<file path="config.mk">
export PLATFORM = sky130hd
export DESIGN_NAME = sr_chiquito
export DESIGN_NICKNAME = d
export VERILOG_FILES = /design/src/rtl/sr_chiquito.sv
export SDC_FILE = /design/constraint.sdc
export NUM_CORES = 1
export LEC_CHECK = 0
export CORE_MARGIN = 5
export CORE_UTILIZATION = 35
export DETAILED_ROUTE_END_ITERATION = 16
export PLACE_DENSITY = 0.72
export SLEW_MARGIN = 20
export SYNTH_ARGS = -nofsm -noshare
export SYNTH_HDL_FRONTEND = slang
export SYNTH_SLANG_ARGS = --single-unit
</file>
<file path="constraint.sdc">
create_clock -name clk -period 3.7 [get_ports clk]
set_input_delay 0.555 -clock clk [delete_from_list [all_inputs] [get_ports clk]]
set_output_delay 0.555 -clock clk [all_outputs]
set_load 0.01 [all_outputs]
</file>
<file path="src/rtl/sr_chiquito.sv">
// ---------------------------------------------------------------------------
// sr_chiquito: small universal shift register steered by an 8-bit opcode.
//
// Every rising clock edge the full opcode byte on `data` is decoded (exact
// match) and the register is cleared, loaded from `data_in`, shifted
// left/right (logical or arithmetic) or held.  Unknown opcodes, 0x00 and
// X/unknown opcode bits all hold the current contents.
//
// Optional build macro: SR_CHIQUITO_ROTATE_EN
//   defined     -> 0x0D rotates left by one, 0x0F rotates right by one
//   not defined -> 0x0D and 0x0F fall through to HOLD
//
// Reset `rst` is synchronous, active-high and beats every opcode.
// `q` comes straight from the state flop, so there is no combinational path
// from any input to the output.
// ---------------------------------------------------------------------------
module sr_chiquito #(
    parameter int WIDTH = 8
) (
    input  logic             clk,
    input  logic             rst,
    input  logic [7:0]       data,
    input  logic [WIDTH-1:0] data_in,
    output logic [WIDTH-1:0] q
);

    // Opcode encodings, always compared against the whole control byte
    localparam logic [7:0] OP_CLEAR = 8'h01;
    localparam logic [7:0] OP_LOAD  = 8'h07;
    localparam logic [7:0] OP_SHL   = 8'h09;
    localparam logic [7:0] OP_SHR   = 8'h0B;
    localparam logic [7:0] OP_ROL   = 8'h0D;
    localparam logic [7:0] OP_ROR   = 8'h0F;
    localparam logic [7:0] OP_ASR   = 8'h11;

    logic [WIDTH-1:0] shift_q;
    logic [WIDTH-1:0] shift_d;

    // Next-state decode: hold by default so unknown or X opcodes never corrupt state
    always_comb begin
        shift_d = shift_q;
        case (data)
            OP_CLEAR: shift_d = '0;
            OP_LOAD:  shift_d = data_in;
            OP_SHL:   shift_d = {shift_q[WIDTH-2:0], 1'b0};
            OP_SHR:   shift_d = {1'b0, shift_q[WIDTH-1:1]};
            OP_ASR:   shift_d = {shift_q[WIDTH-1], shift_q[WIDTH-1:1]};
`ifdef SR_CHIQUITO_ROTATE_EN
            OP_ROL:   shift_d = {shift_q[WIDTH-2:0], shift_q[WIDTH-1]};
            OP_ROR:   shift_d = {shift_q[0], shift_q[WIDTH-1:1]};
`else
            OP_ROL:   shift_d = shift_q;
            OP_ROR:   shift_d = shift_q;
`endif
            default:  shift_d = shift_q;
        endcase
    end

    // State register with synchronous reset taking priority over any opcode
    always_ff @(posedge clk) begin
        if (rst) begin
            shift_q <= '0;
        end else begin
            shift_q <= shift_d;
        end
    end

    // Output is the flop itself
    assign q = shift_q;

endmodule

</file>
; Word level (Yosys, flattened, before mapping)
; Index checks and enable logic that the tools add are counted.
[totals]
register_bits = 8
output_inout_bits = 8
elab_cells = 12
[op_classes]
reduce_logical = 3
eq_ne = 5
muxes = 1
bitwise = 1
[op_table]
columns = op, n
row1 = $pmux 8 s5, 1
row2 = $eq 8x4->1 const B, 2
row3 = $eq 8x1->1 const B, 1
row4 = $eq 8x3->1 const B, 1
row5 = $eq 8x5->1 const B, 1
row6 = $reduce_bool 5->1, 1
row7 = $reduce_bool 4->1, 1
row8 = $reduce_and 2->1, 1
row9 = $not 1->1, 1

; Depth between registers and ports, before layout
; Gate-level depths: netlist of run 1.
[depth]
depth_word = 3
depth_mapped = 5
depth_no_buf = 4

; Least setup slack after synthesis of run 1
; No wires, ideal clock.
[synth_timing]
path_kind = in2reg
start = input data[5]
end = register shift_q[1], in the netlist q[1]
path_slack_ps = 1824
setup_time_ps = 123
arrival_ps = 1753
cell_stages = 3
cell_sequence = or4b_4 a22o_2 a221o_2
[synth_between]
elab_chain_cells = 2
word_cells_on_any_way = 7
[synth_lines]
columns = element, line
row1 = start: declaration, 22  ; input logic [7:0] data,
row2 = $eq 8x5->1 (tied with other cells), 42  ; case (data)
row3 = $pmux 8 s5 / $reduce_bool 5->1 (equally long branches), -
row4 = end signal: assignment, 64  ; shift_q <= shift_d;
row5 = end: declaration, 36  ; logic [WIDTH-1:0] shift_q;
; Several ways; a longest one is shown, not always the timed one.
; A chain may end at the register's enable or synchronous reset.

; Worst setup path after layout of run 1
[layout_timing]
start = input data[2]
end = register shift_q[1], in the netlist q[1]
; Same word-level chain as after synthesis.

==> summary.txt, run 1 <==
========================================================================================================
Placement Setup Slack .....................................................................      1206 ps
Reg power frac ............................................................................        46.1%
Synthesized instance count ................................................................           51
Final net count ...........................................................................           97
Setup repair after global routing missed its margin .......................................           no
Reported net switching power ..............................................................     43.05 µW
Clock tree from TritonCTS .................................................................        built
Avg WL per Cell ...........................................................................     14.20 µm
Number of flops mapped to enable cells by yosys ...........................................            0
Arrival time of data at the critical path endpoint ........................................      2380 ps
Number of H-tree levels ...................................................................            1
Setup Viol. Count Final ...................................................................            0
Clock network fraction of design power ....................................................        35.0%
TritonCTS sink count ......................................................................            8
Critical Path Sink Type ...................................................................    flip-flop
Ratio of final minimum period to clock period .............................................       60.62%
Top cells by count, synth ................................................................. 9 x sky130_fd_sc_hd__nor2_1, 8 x sky130_fd_sc_hd__dfxtp_1, 7 x sky130_fd_sc_hd__a22oi_1, 6 x sky130_fd_sc_hd__a221o_1
Post-synth top area cell .................................................................. sky130_fd_sc_hd__dfxtp_1
Total overflow reported by the global router ..............................................            0
Smallest hold slack .......................................................................     528.6 ps
Worst Path Required .......................................................................      3840 ps
Power share of the combinational group ....................................................        19.0%
Number of distinct library cell variants in the gate-level netlist after synthesis ........           23
Global router's overall resource usage ....................................................       12.42%
Post-CTS clock slew at the launch and capture registers of the worst setup and hold paths .        50 ps
Vias in the first global route ............................................................          448
Post-CTS setup buffers ....................................................................            0
Sum of negative setup slack ...............................................................         0 ps
Synthesized Nets ..........................................................................           69
Initial Utilization .......................................................................       36.92%
Maximum number of pins on one net before global-route repair ..............................           11
Number of top-level pins ..................................................................           26
Biggest area contributors in the synthesized netlist ...................................... sky130_fd_sc_hd__dfxtp_1 33%, sky130_fd_sc_hd__a221o_1 13%, sky130_fd_sc_hd__a22oi_1 11%, sky130_fd_sc_hd__nor2_1 7.0%, sky130_fd_sc_hd__a2111oi_4 5.7%
Worst min-delay path category .............................................................      reg2reg
Area added between synthesis and finish ...................................................       56.77%
Clock tree skew after final layout ........................................................     2.930 ps
Global-route wire length before repair ....................................................      1980 µm
Total of buffers placed on input and output ports .........................................           25
Clk Latency, worst-skew pair ..............................................................       250 ps
Area share of the largest cell type after synthesis .......................................       33.33%
Sw Ratio ..................................................................................       22.83%
Clock tree buffer depth ...................................................................            2
Cells resized by post-CTS repair ..........................................................            0
DIE WIDTH .................................................................................     47.05 µm
Final WS setup ............................................................................      1457 ps
Final count of hold timing violations .....................................................            0
Area of the multi-input gates .............................................................    294.0 µm²
Antenna-violating nets left ...............................................................            0
Height of the die .........................................................................     47.05 µm
Part of the Yosys area used for sequential elements .......................................       33.33%
Average vias per placed instance ..........................................................        5.739
Leading cell type by number of instances after synthesis .................................. sky130_fd_sc_hd__nor2_1
Standby leakage power ..................................................................... 0.0002525 µW
Area of the mapped netlist ................................................................    480.5 µm²
Buffer type at the clock tree root ........................................................ sky130_fd_sc_hd__clkbuf_4
Total number of placement rows ............................................................           13
Slew at the pin with the worst max-slew slack .............................................     773.4 ps
Maximum operating frequency ...............................................................    445.9 MHz
Vias ......................................................................................          528
Flop-to-flop setup slack ..................................................................      2760 ps
Final Slew Violations .....................................................................            0
Final Routed Wirelength ...................................................................      1306 µm
Run status ................................................................................ finished clean
Worst slew margin relative to its limit ...................................................       48.33%
Number of buffers added by the clock tree synthesis step ..................................            3
Placeable core area ....................................................................... 0.001301 mm²
Fraction of layout instances using a drive strength above 1 ...............................       10.39%
Number of synthesized register bits .......................................................            8
Weighted congestion at the end of routability-driven global placement .....................       0.7282
DR DRC count ..............................................................................            0
Overall die area .......................................................................... 0.002214 mm²
Syn avg cell area .........................................................................    9.421 µm²
Final-layout fill cell count ..............................................................          130
Startpoint Class .......................................................................... primary input
Diode count ...............................................................................            0
Max IR drop VDD ...........................................................................  0.0002173 V
Max reg flops .............................................................................            8
Synth warn ................................................................................            0
Half-perimeter wire length after detailed placement .......................................     970.7 µm
Register area .............................................................................    160.2 µm²
Async set-reset flop share out of synthesis ...............................................           0%
Internal power of the cells ...............................................................     145.5 µW
Post-synth top flop ....................................................................... sky130_fd_sc_hd__dfxtp_1
Antenna violations before repair ..........................................................            0
Drt first pass iters ......................................................................            4
First-iteration detailed-routing DRC count ................................................           10
Path type of the worst setup path .........................................................       in2reg
Hold Buf Count CTS ........................................................................            0
Largest driver fanout on the critical path ................................................           10
Max-cap check violation count .............................................................            0
Time the worst path needs with I/O delays and setup .......................................      2243 ps
Pwr per Cell Area ......................................................................... 250.4 mW/mm²
========================================================================================================
## worst max-delay path, cell delays in order
cell and delay, ps:
sky130_fd_sc_hd__clkdlybuf4s50_1 610, sky130_fd_sc_hd__and3b_1 410, sky130_fd_sc_hd__o21bai_1 100, sky130_fd_sc_hd__a22o_2 300, sky130_fd_sc_hd__a221o_2 390
## power by group through the flow
stage | registers [µW] | logic, µW | clock network (µW)
after CTS | 86.8 | 35.6 | 68.8
after floorplan | 88.8 | 12.1 | 0
after detailed placement | 88.7 | 35.4 | 0
after global routing | 86.8 | 38.1 | 73.9
final | 86.9 | 35.7 | 66.0
after global placement | 88.7 | 35.3 | 0
## placed cells by master (no fill, tap or decap)
master | netlist | routed
sky130_fd_sc_hd__nor2_1 | 9 | 9
sky130_fd_sc_hd__nor4_1 | 1 | 1
sky130_fd_sc_hd__a22oi_1 | 7 | 7
sky130_fd_sc_hd__o21ai_0 | 1 | 1
sky130_fd_sc_hd__a31o_2 | 1 | 1
sky130_fd_sc_hd__clkdlybuf4s50_1 | 0 | 25
sky130_fd_sc_hd__a221o_2 | 1 | 1
sky130_fd_sc_hd__nor3b_1 | 1 | 1
sky130_fd_sc_hd__inv_1 | 2 | 2
sky130_fd_sc_hd__nor3_1 | 1 | 1
sky130_fd_sc_hd__nand3b_1 | 2 | 2
sky130_fd_sc_hd__nor2b_1 | 1 | 1
sky130_fd_sc_hd__clkbuf_4 | 0 | 3
sky130_fd_sc_hd__nand2_1 | 1 | 1
sky130_fd_sc_hd__a21oi_1 | 1 | 1
sky130_fd_sc_hd__o21bai_1 | 1 | 1
sky130_fd_sc_hd__a221o_1 | 6 | 6
sky130_fd_sc_hd__and3b_1 | 1 | 1
sky130_fd_sc_hd__a2111oi_4 | 1 | 1
sky130_fd_sc_hd__or3_1 | 1 | 1
sky130_fd_sc_hd__dfxtp_1 | 8 | 8
sky130_fd_sc_hd__a22o_2 | 1 | 1
sky130_fd_sc_hd__or4b_4 | 1 | 1
## final cells by class
type	instances	share of cell area (%)
inverter	2	0.9967
sequential	8	21.26
multi-input combinational	39	39.04
clock buffer	3	2.990
tap	15	2.492
timing repair buffer	25	33.22
## per-stage QoR
step	area (µm²)	util (%)	std cells	total power, µW
CTS	753.2	57.88	92	191.1
finish	753.2	57.88	92	188.6
floorplan	480.5	-	51	100.9
detailed placement	730.7	56.15	89	124.1
global route	753.2	57.88	92	198.7
global placement	730.7	56.15	89	123.9
## metal layers
| layer | track usage [%] | up-vias | wire length [µm] |
|---|---|---|---|
| li1 | - | 257 | - |
| met1 | 18.08 | 244 | 578 |
| met2 | 16.53 | 25 | 574 |
| met3 | 6.130 | 2 | 145 |
| met4 | 2.210 | 0 | 8 |
| met5 | 0 | - | 0 |
## kinds of logic after synthesis
| group | count (synthesis) | share of synthesized area, % |
|---|---|---|
| buffers and inverters | 4 | 5.470 |
| flip-flops | 8 | 33.33 |
| AND/OR/NAND/NOR | 19 | 22.14 |
| AO/OA/AOI/OAI | 20 | 39.06 |
## path summary, 6_finish.rpt
check | endpoint | cells after the start | start
min reg2reg | q[6] | 1 | q[7]
max | q[1] | 5 | data[2]
min | q[6] | 1 | q[7]
max reg2reg | q[3] | 3 | q[2]
Power figures use the tool's default switching activity.
==> run 2, diff against run 1 <==
--- a/config.mk
+++ b/config.mk
@@ -6,9 +6,9 @@
 export NUM_CORES = 1
 export LEC_CHECK = 0
 export CORE_MARGIN = 5
-export CORE_UTILIZATION = 35
+export CORE_UTILIZATION = 33
 export DETAILED_ROUTE_END_ITERATION = 16
-export PLACE_DENSITY = 0.72
+export PLACE_DENSITY = 0.71
 export SLEW_MARGIN = 20
 export SYNTH_ARGS = -nofsm -noshare
 export SYNTH_HDL_FRONTEND = slang
==> constraint.sdc (replaced) <==
create_clock -name clk -period 1.87 [get_ports clk]
set_input_delay 0.2805 -clock clk [delete_from_list [all_inputs] [get_ports clk]]
set_output_delay 0.2805 -clock clk [all_outputs]
set_load 0.01 [all_outputs]
==> run 2 against run 1 <==
Against the previous run:
- core utilization rose by 2.5 points
- largest power group unchanged
- sequential cell count did not move
- critical path depth fell by 1
- cell count rose by 7.6%
- cell area rose by 7.0%
==> summary.txt, run 2 (same netlist as run 1, synthesis figures left out) <==
========================================================================================================
Standby leakage power ..................................................................... 0.0002872 µW
Startpoint Class .......................................................................... primary input
Post-route cell area ......................................................................    805.8 µm²
First-iteration detailed-routing DRC count ................................................           15
Leading cell types in the layout, fill and taps excluded .................................. 25 x sky130_fd_sc_hd__clkdlybuf4s50_1, 9 x sky130_fd_sc_hd__nor2_1, 8 x sky130_fd_sc_hd__dfxtp_1
Final net count ...........................................................................          104
Number of cell instances on the worst register-to-register path ...........................            3
Startpoint of the tightest hold check path ................................................         q[7]
Area added between synthesis and finish ...................................................       67.71%
Arrival time of data at the critical path endpoint ........................................      1900 ps
DIE WIDTH .................................................................................     48.16 µm
Max stage delay cell, worst path .......................................................... sky130_fd_sc_hd__or4b_4
Max-cap check violation count .............................................................            0
Fraction of layout instances using a drive strength above 1 ...............................       17.86%
Placement Cell Area .......................................................................    783.3 µm²
Buffer type at the clock tree root ........................................................ sky130_fd_sc_hd__clkbuf_4
Diode count ...............................................................................            0
Max reg flops .............................................................................            8
Average vias per placed instance ..........................................................        5.414
DR DRC count ..............................................................................            0
Final count of hold timing violations .....................................................            0
Total overflow reported by the global router ..............................................            0
Height of the die .........................................................................     48.16 µm
Slew at the pin with the worst max-slew slack .............................................     304.5 ps
Placeable core area ....................................................................... 0.001334 mm²
Clk Latency, worst-skew pair ..............................................................       250 ps
Antenna violations before repair ..........................................................            0
Largest driver fanout on the critical path ................................................            7
Min-Delay Endpoint ........................................................................         q[7]
Drt first pass iters ......................................................................            5
Vias ......................................................................................          536
Time the worst path needs with I/O delays and setup .......................................      1753 ps
Setup Viol. Count Final ...................................................................            0
Max incr delay on CP ......................................................................       550 ps
Hold Buf Count CTS ........................................................................            0
Max IR drop VDD ...........................................................................  0.0002357 V
Number of top-level pins ..................................................................           26
Antenna-violating nets left ...............................................................            0
Cell Count, Final, Fillers Out ............................................................           99
Vias in the first global route ............................................................          495
CP cell instances ......................................................................... clkdlybuf4s50_1 > or4b_4 > a22o_2 > a221o_2
Met3 demand-to-capacity share in global routing ...........................................       3.321%
Final Routed Wirelength ...................................................................      1372 µm
Weighted congestion at the end of routability-driven global placement .....................       0.7409
Routing usage on met1 .....................................................................       21.29%
Half-perimeter wire length after detailed placement .......................................      1098 µm
Flop-to-flop setup slack ..................................................................       930 ps
Total of buffers placed on input and output ports .........................................           25
Global-route wire length before repair ....................................................      2249 µm
Initial Utilization .......................................................................       36.02%
Post-CTS clock slew at the launch and capture registers of the worst setup and hold paths .        60 ps
Number of buffers added by the clock tree synthesis step ..................................            3
Clock tree from TritonCTS .................................................................        built
Category of cells accounting for the largest share of critical-path delay ................. compound AO/OA/AOI/OAI gates
Met2 GRT Util .............................................................................       17.45%
Pwr per Cell Area ......................................................................... 482.1 mW/mm²
Capturing point of the worst reg2reg path .................................................         q[1]
Instance count after placement with tap cells included ....................................           96
Run status ................................................................................ finished clean
Path type of the worst setup path .........................................................       in2reg
Total number of placement rows ............................................................           13
Clock tree buffer depth ...................................................................            2
Post-CTS setup buffers ....................................................................            0
Cell count of the worst hold path .........................................................            1
Cells resized by post-CTS repair ..........................................................            0
Number of H-tree levels ...................................................................            1
Avg WL per Cell ...........................................................................     13.86 µm
Final Slew Violations .....................................................................            0
Most common cell after layout, fill and taps aside ........................................ sky130_fd_sc_hd__clkdlybuf4s50_1
Worst slew margin relative to its limit ...................................................       79.66%
Most used routing layer in global routing .................................................         met1
Worst Path Required .......................................................................      2010 ps
Ratio of final minimum period to clock period .............................................       93.73%
Maximum operating frequency ...............................................................    570.5 MHz
Clock tree skew after final layout ........................................................    0.2453 ps
Overall die area .......................................................................... 0.002319 mm²
TritonCTS sink count ......................................................................            8
Worst path bufs/invs ......................................................................            1
Setup repair after global routing missed its margin .......................................           no
RR Startpoint .............................................................................         q[0]
Critical Path Sink Type ...................................................................    flip-flop
Global router's overall resource usage ....................................................       14.04%
Maximum number of pins on one net before global-route repair ..............................           10
Worst min-delay path category .............................................................      reg2reg
========================================================================================================
[run 2: cell count changes in the layout (fill, tap and decap cells not counted), sizes merged]
cell,change
buf,+7
[run 2: worst max-delay path by stage]
stage                        from  endpoint  slack (ps)  cells past startpoint
after detailed placement  data[5]      q[1]        -150                      4
after global routing      data[5]      q[6]          60                      5
final                     data[5]      q[1]         120                      4
after global placement    data[5]      q[1]        -140                      4
after CTS                 data[5]      q[1]         120                      4
after floorplan           data[5]      q[1]         270                      3
[run 2: power breakdown]
group / switching [µW] / total [µW] / leakage, µW / internal, µW
sequential: 0.581 / 172 / 0.0000644 / 171
combinational: 28.8 / 78.9 / 0.000209 / 50.1
clock: 64.1 / 138 / 0.0000138 / 73.8
total: 93.5 / 388 / 0.000287 / 295
[run 2: stage by stage]
stage	power, µW	utilization, %	TNS (ps)	worst slack (ps)	hold WS [ps]
floorplan	199.6	-	0	268.9	491.1
global placement	253.2	58.72	-801.8	-135.2	500.6
detailed placement	254.3	58.72	-921.6	-154.0	512.5
CTS	392.3	60.41	0	121.9	528.5
global route	411.0	60.41	0	60.77	564.9
finish	388.4	60.41	0	117.2	521.2
[run 2: final cells by class]
| cell class | instances | area, µm² |
|---|---|---|
| Timing Repair Buffer | 32 | 302.8 |
| Multi-Input combinational cell | 39 | 294.0 |
| Sequential cell | 8 | 160.2 |
| Inverter | 2 | 7.507 |
| Fill cell | 130 | 528.0 |
| Clock buffer | 3 | 22.52 |
| Tap cell | 15 | 18.77 |
[run 2: worst reg2reg max path: cells and delay by family (launching register included)]
family / cells / cell delay [ps]
and+or+nand+nor: 1 / 60
DFF: 1 / 330
AOI/OAI and AO/OA: 2 / 450
[run 2: layer usage]
metal  share of wire (%)  vias to the layer above  wire length, µm
li1                    -                      273                -
met5                   0                        -                0
met1                  47                      250              651
met2                  46                       11              634
met3                 4.8                        2               66
met4                 1.4                        0               19
==> run 3, diff against run 2 <==
--- a/config.mk
+++ b/config.mk
@@ -7,9 +7,9 @@
 export LEC_CHECK = 0
 export CORE_MARGIN = 5
 export CORE_UTILIZATION = 33
+export CTS_CLUSTER_SIZE = 14
 export DETAILED_ROUTE_END_ITERATION = 16
 export PLACE_DENSITY = 0.71
-export SLEW_MARGIN = 20
 export SYNTH_ARGS = -nofsm -noshare
 export SYNTH_HDL_FRONTEND = slang
 export SYNTH_SLANG_ARGS = --single-unit
==> results of run 3 <==
The final DEF is identical to that of run 2; final timing and power are the same.
